## src/rtl/wbu_pkg.sv

```systemverilog
// Shared register-file and write-back constants for the write-back unit.
package wbu_pkg;
    localparam int REG_ADDR_WIDTH = 5;
    localparam int REG_DATA_WIDTH = 32;
    localparam int AW             = REG_ADDR_WIDTH;
    localparam int DW             = REG_DATA_WIDTH;
    localparam int REG_COUNT      = 1 << REG_ADDR_WIDTH;
    localparam int LSU_FIFO_DEPTH = 2;

    typedef enum logic [1:0] {
        SRC_NONE,
        SRC_ALU,
        SRC_LSU,
        SRC_MDU
    } wb_src_e;
endpackage

```

## src/rtl/wbu_fifo.sv

```systemverilog
// Small LSU result buffer (address + data), registered head, no fall-through.
module wbu_fifo
    import wbu_pkg::*;
#(
    parameter int AW = wbu_pkg::AW,
    parameter int DW = wbu_pkg::DW
) (
    input  logic          clk,
    input  logic          rst,
    input  logic          push_i,
    input  logic [AW-1:0] push_addr_i,
    input  logic [DW-1:0] push_data_i,
    input  logic          pop_i,
    output logic          full_o,
    output logic          empty_o,
    output logic [AW-1:0] head_addr_o,
    output logic [DW-1:0] head_data_o
);
    localparam int PW = $clog2(LSU_FIFO_DEPTH);

    logic [AW+DW-1:0] mem_q [LSU_FIFO_DEPTH];
    logic [PW-1:0]    rd_ptr_q, wr_ptr_q;
    logic [PW:0]      cnt_q;

    always_ff @(posedge clk) begin
        if (rst) begin
            rd_ptr_q <= '0;
            wr_ptr_q <= '0;
            cnt_q    <= '0;
        end else begin
            if (push_i) begin
                mem_q[wr_ptr_q] <= {push_addr_i, push_data_i};
                wr_ptr_q        <= wr_ptr_q + 1'b1;
            end
            if (pop_i) begin
                rd_ptr_q <= rd_ptr_q + 1'b1;
            end
            cnt_q <= cnt_q + {{PW{1'b0}}, push_i} - {{PW{1'b0}}, pop_i};
        end
    end

    assign full_o  = (cnt_q == (PW+1)'(LSU_FIFO_DEPTH));
    assign empty_o = (cnt_q == '0);
    assign {head_addr_o, head_data_o} = mem_q[rd_ptr_q];
endmodule

```

## src/rtl/wbu.sv

```systemverilog
// Write-back unit: fixed-priority ALU > LSU > MDU arbitration, registered RF write, pending scoreboard.
// Define WBU_LSU_FIFO_EN to buffer load results in a 2-entry FIFO (wbu_fifo).
module wbu
    import wbu_pkg::*;
#(
    parameter int AW = wbu_pkg::AW,
    parameter int DW = wbu_pkg::DW
) (
    input  logic              clk,
    input  logic              rst,
    input  logic              alu_we_i,
    input  logic [AW-1:0]     alu_waddr_i,
    input  logic [DW-1:0]     alu_wdata_i,
    input  logic              lsu_valid_i,
    output logic              lsu_ready_o,
    input  logic [AW-1:0]     lsu_waddr_i,
    input  logic [DW-1:0]     lsu_wdata_i,
    input  logic              mdu_valid_i,
    output logic              mdu_ready_o,
    input  logic [AW-1:0]     mdu_waddr_i,
    input  logic [DW-1:0]     mdu_wdata_i,
    input  logic              issue_i,
    input  logic [AW-1:0]     issue_rd_i,
    output logic [2**AW-1:0]  pend_o,
    output logic              we_o,
    output logic [AW-1:0]     waddr_o,
    output logic [DW-1:0]     wdata_o
);
    localparam int NREG = 2**AW;

    wb_src_e         src;
    logic            lsu_avail;
    logic [AW-1:0]   lsu_addr;
    logic [DW-1:0]   lsu_data;

    logic            we_q, we_d;
    logic [AW-1:0]   waddr_q, waddr_d;
    logic [DW-1:0]   wdata_q, wdata_d;
    logic [NREG-1:0] pend_q, pend_d;

`ifdef WBU_LSU_FIFO_EN
    logic fifo_full, fifo_empty, fifo_pop;

    assign lsu_ready_o = !rst && !fifo_full;
    assign mdu_ready_o = !rst && !alu_we_i && fifo_empty;
    assign fifo_pop    = !alu_we_i && !fifo_empty;
    assign lsu_avail   = !fifo_empty;

    wbu_fifo #(.AW(AW), .DW(DW)) u_fifo (
        .clk         (clk),
        .rst         (rst),
        .push_i      (lsu_valid_i && lsu_ready_o),
        .push_addr_i (lsu_waddr_i),
        .push_data_i (lsu_wdata_i),
        .pop_i       (fifo_pop),
        .full_o      (fifo_full),
        .empty_o     (fifo_empty),
        .head_addr_o (lsu_addr),
        .head_data_o (lsu_data)
    );
`else
    assign lsu_ready_o = !rst && !alu_we_i;
    assign mdu_ready_o = !rst && !alu_we_i && !lsu_valid_i;
    assign lsu_avail   = lsu_valid_i;
    assign lsu_addr    = lsu_waddr_i;
    assign lsu_data    = lsu_wdata_i;
`endif

    always_comb begin
        src = SRC_NONE;
        if (alu_we_i)         src = SRC_ALU;
        else if (lsu_avail)   src = SRC_LSU;
        else if (mdu_valid_i) src = SRC_MDU;
    end

    always_comb begin
        we_d    = 1'b0;
        waddr_d = waddr_q;
        wdata_d = wdata_q;
        pend_d  = pend_q;
        case (src)
            SRC_ALU: begin waddr_d = alu_waddr_i; wdata_d = alu_wdata_i; end
            SRC_LSU: begin waddr_d = lsu_addr;    wdata_d = lsu_data;    end
            SRC_MDU: begin waddr_d = mdu_waddr_i; wdata_d = mdu_wdata_i; end
            default: ;
        endcase
        // x0 writes complete the handshake but never reach the register file
        if (src != SRC_NONE) we_d = (waddr_d != '0);
        if (src == SRC_LSU || src == SRC_MDU) pend_d[waddr_d] = 1'b0;
        // set after clear so a same-cycle reissue keeps the register pending
        if (issue_i && issue_rd_i != '0) pend_d[issue_rd_i] = 1'b1;
        pend_d[0] = 1'b0;
    end

    always_ff @(posedge clk) begin
        if (rst) begin
            we_q    <= 1'b0;
            waddr_q <= '0;
            wdata_q <= '0;
            pend_q  <= '0;
        end else begin
            we_q    <= we_d;
            waddr_q <= waddr_d;
            wdata_q <= wdata_d;
            pend_q  <= pend_d;
        end
    end

    assign we_o    = we_q;
    assign waddr_o = waddr_q;
    assign wdata_o = wdata_q;
    assign pend_o  = pend_q;
endmodule

```

## config.mk

```make
export PLATFORM = sky130hd
export DESIGN_NAME = wbu
export DESIGN_NICKNAME = d
export VERILOG_FILES = /design/src/rtl/wbu_pkg.sv /design/src/rtl/wbu_fifo.sv /design/src/rtl/wbu.sv
export SDC_FILE = /design/constraint.sdc
export NUM_CORES = 1
export LEC_CHECK = 0
export CORE_MARGIN = 2
export CORE_UTILIZATION = 39
export CTS_BUF_LIST = sky130_fd_sc_hd__clkbuf_8
export DETAILED_ROUTE_END_ITERATION = 10
export PLACE_DENSITY = 0.81
export SLEW_MARGIN = 15
export SYNTH_ARGS = -nofsm -noshare
export SYNTH_HDL_FRONTEND = slang
export SYNTH_SLANG_ARGS = --single-unit
```

## constraint.sdc

```tcl
create_clock -name clk -period 2.55 [get_ports clk]
set_input_delay 0.51 -clock clk [delete_from_list [all_inputs] [get_ports clk]]
set_output_delay 0.51 -clock clk [all_outputs]
set_load 0.05 [all_outputs]
```

==> flow_summary.yaml <==
outcome:
  run_status: "complete, no violations"
worst_setup_path:
  worstPathArrival_ps: 2600
  startpoint: "mdu_valid_i"
  crit_fanout: 9
  cp-start-kind: "input port"
  cp-end-kind: "register"
  rrSetupSlack_ps: 1070
  rr_endpoint: "pend_o[22]$_SDFF_PP0_"
  worstSetupEndpoint: "pend_o[7]$_SDFF_PP0_"
  crit_type: "input port to register"
  rr_startpoint: "waddr_o[4]$_SDFF_PP0_"
  cp.required_ps: 2760
  rr_worst_depth: 4
sta:
  worst_pin_slew_ps: 657.0
  period_share_pct: 93.44
  maxSlewViolCount: 0
  setup_viol: 0
  relSlewSlack_pct: 55.86
  max_freq_mhz: 419.7
  whs_ps: 485.5
  grt_setup_unrepaired: "no"
  finalClockSkew_ps: 2.705
  period_minus_slack_ps: 2383
  tns_ps: 0
  finalHoldViolCount: 0
global_routing:
  grt_pass1_vias: 3740
  overflow: 0
  grt_max_degree: 58
  antenna_found_initial: 0
  gr-usage-met1_pct: 28.99
  grt_pass1_wl_um: 18200
  track_usage_pct: 25.64
  gr-usage-met3_pct: 6.735
  gr-max-usage-layer: "met2"
  use_met2_pct: 45.16
power:
  p_int_w: 0.002086
  seqPwrFrac_pct: 39.1
  switching_share_pct: 29.76
  pwr-share-clk_pct: 34.1
  pwr-share-comb_pct: 26.8
  power.leakage_nw: 2.074
  p_per_area_nw_per_um2: 531.3
  irDropWorstVdd_mv: 0.2976
  switchingPower_w: 0.0008840
layout:
  syn2layout_area_growth_pct: 69.76
  final_cells: 736
  seqCellArea_um2: 1381
  final_nets: 748
  layout-drive-gt1-share_pct: 7.290
  multi_input_area_um2: 1762
  nFillCells: 681
  num_antenna_cells: 0
detailed_routing:
  post_drt_wl_per_cell_um: 16.21
  vias: 3964
  drtIter0Drc: 112
  drc: 0
  routed_wl_um: 11930
  ant_nets: 0
  first_pass_iters: 5
  viasPerCell: 5.386
clock_network:
  root_buffer: "clkbuf_8"
  cts_setup_buffers: 0
  cts_hold_buf: 0
  tritoncts: "yes"
  clk_path_buf_depth: 2
  cts_made_buffers: 9
  clock-sinks: 69
  cts.clk_slew.worst_paths_ps: 70
  clk-insertion-delay-late_ps: 340
  post_cts_resized: 0
  htreeDepth: 3
synthesis:
  synth_top_flop_cell: "dfxtp_1"
  yosysWarnings: 0
  synth.most_common_cell: "nor2_1"
  synth-edff-count: 0
  synth.top_cell.area_share_pct: 41.95
  ys_seq_elements: 69
  synthArstFlopShare_pct: 0
  avgSynthCellArea_um2: 7.519
  synth_area_leader_cell: "dfxtp_1"
  syn_nets: 560
  synth_cells: 438
  ys_top_cells_by_area: "dfxtp_1 (42%), a21oi_1 (11%), nor2_1 (8.3%)"
  synth_cell_types: 42
  yosysSeqAreaShare_pct: 41.95
  synth_area_um2: 3293
  ys_top_cells_by_count: "nor2_1 (73), a21oi_1 (71), dfxtp_1 (69)"
floorplanning:
  die_h_um: 95.89
  start_util_pct: 40.08
  coreArea_um2: 8217
  ioPinCount: 194
  dieWidth_um: 95.89
  dieArea_um2: 9195
  num_rows: 33
placement:
  hpwl_um: 9136
  portBuffers: 192
  routabilityCongestion: 0.9056
  dp.cells: 720
min_path:
  hold_path_class: "register to register"
job:
  maxCapViolCount: 0
flip-flops by register name, summed over array words and instances (netlist names):
signal / count
waddr_o: 5
we_o: 1
wdata_o: 32
pend_o: 31
cell families after synthesis:
group / Yosys count / share of synthesized area (%)
simple gates: 176 / 25.30
compound gates: 156 / 27.93
flops: 69 / 41.95
buf+inv: 36 / 4.711
other cells: 1 / 0.1139
power groups by stage:
stage / combinational, W / sequential [W] / clock (W)
3_5_place_dp: 0.000793 / 0.00118 / 0
4_1_cts: 0.000795 / 0.00116 / 0.00102
2_1_floorplan: 0.000239 / 0.00136 / 0
5_1_grt: 0.000846 / 0.00117 / 0.00106
3_3_place_gp: 0.000782 / 0.00118 / 0
6_report: 0.000796 / 0.00116 / 0.00101
layout make-up:
class                      instances  share of cell area, %
clock buffer                      11                  2.708
clock inverter                     5                  1.321
inverter                           3                 0.2014
multi-input combinational        333                  31.51
sequential                        69                  24.71
tap                              105                  2.350
timing repair buffer             210                  37.20
worst min path at each step:
stage / start / endpoint / slack [ps] / cells after the start
2_1_floorplan: issue_rd_i[1] / pend_o[5]$_SDFF_PP0_ / 610 / 1
3_3_place_gp: pend_o[25]$_SDFF_PP0_ / pend_o[25]$_SDFF_PP0_ / 460 / 2
3_5_place_dp: pend_o[27]$_SDFF_PP0_ / pend_o[27]$_SDFF_PP0_ / 470 / 2
4_1_cts: pend_o[26]$_SDFF_PP0_ / pend_o[26]$_SDFF_PP0_ / 480 / 2
5_1_grt: wdata_o[20]$_SDFFE_PP0P_ / wdata_o[20]$_SDFFE_PP0P_ / 510 / 2
6_report: pend_o[27]$_SDFF_PP0_ / pend_o[27]$_SDFF_PP0_ / 490 / 2
metal layers:
metal | vias to the layer above | part of all wire (%)
met4 | 0 | 2.9
met5 | - | 0
met3 | 26 | 8.9
met1 | 1785 | 39
li1 | 1951 | -
met2 | 202 | 50
cell usage in the layout, fill, tap and decap left out, types with 3 or more instances in the layout:
cell type        count
clkbuf_8            11
o22ai_1             32
nand2_1             29
o31a_1               3
a211oi_1             7
o31ai_1              5
nor3_1              38
dfxtp_1             69
buf_4               17
o21ai_0             14
a21oi_1             71
nor2b_1              8
buf_12               3
nor2_1              73
nand2b_1             3
nor3b_1              6
inv_1                4
clkdlybuf4s50_1    188
nand3_1              3
o21ai_1             14
through the flow:
step                      power [W]  instance area (um2)  worst slack [ps]  util, %
final                      0.002970                 5590             167.3    68.04
after global routing       0.003071                 5590             54.55    68.04
after CTS                  0.002974                 5590             181.7    68.04
after detailed placement   0.001977                 5365            -159.5    65.30
after global placement     0.001964                 5365            -21.34    65.30
after floorplan            0.001598                 3298             284.9        -
critical path: stages:
cell and delay [ps]:
clkdlybuf4s50_1 570, or3_1 530, buf_4 200, nor2_1 160, o221ai_2 230, o21ai_0 250, o21ai_0 130
(Power assumes the default switching activity.)
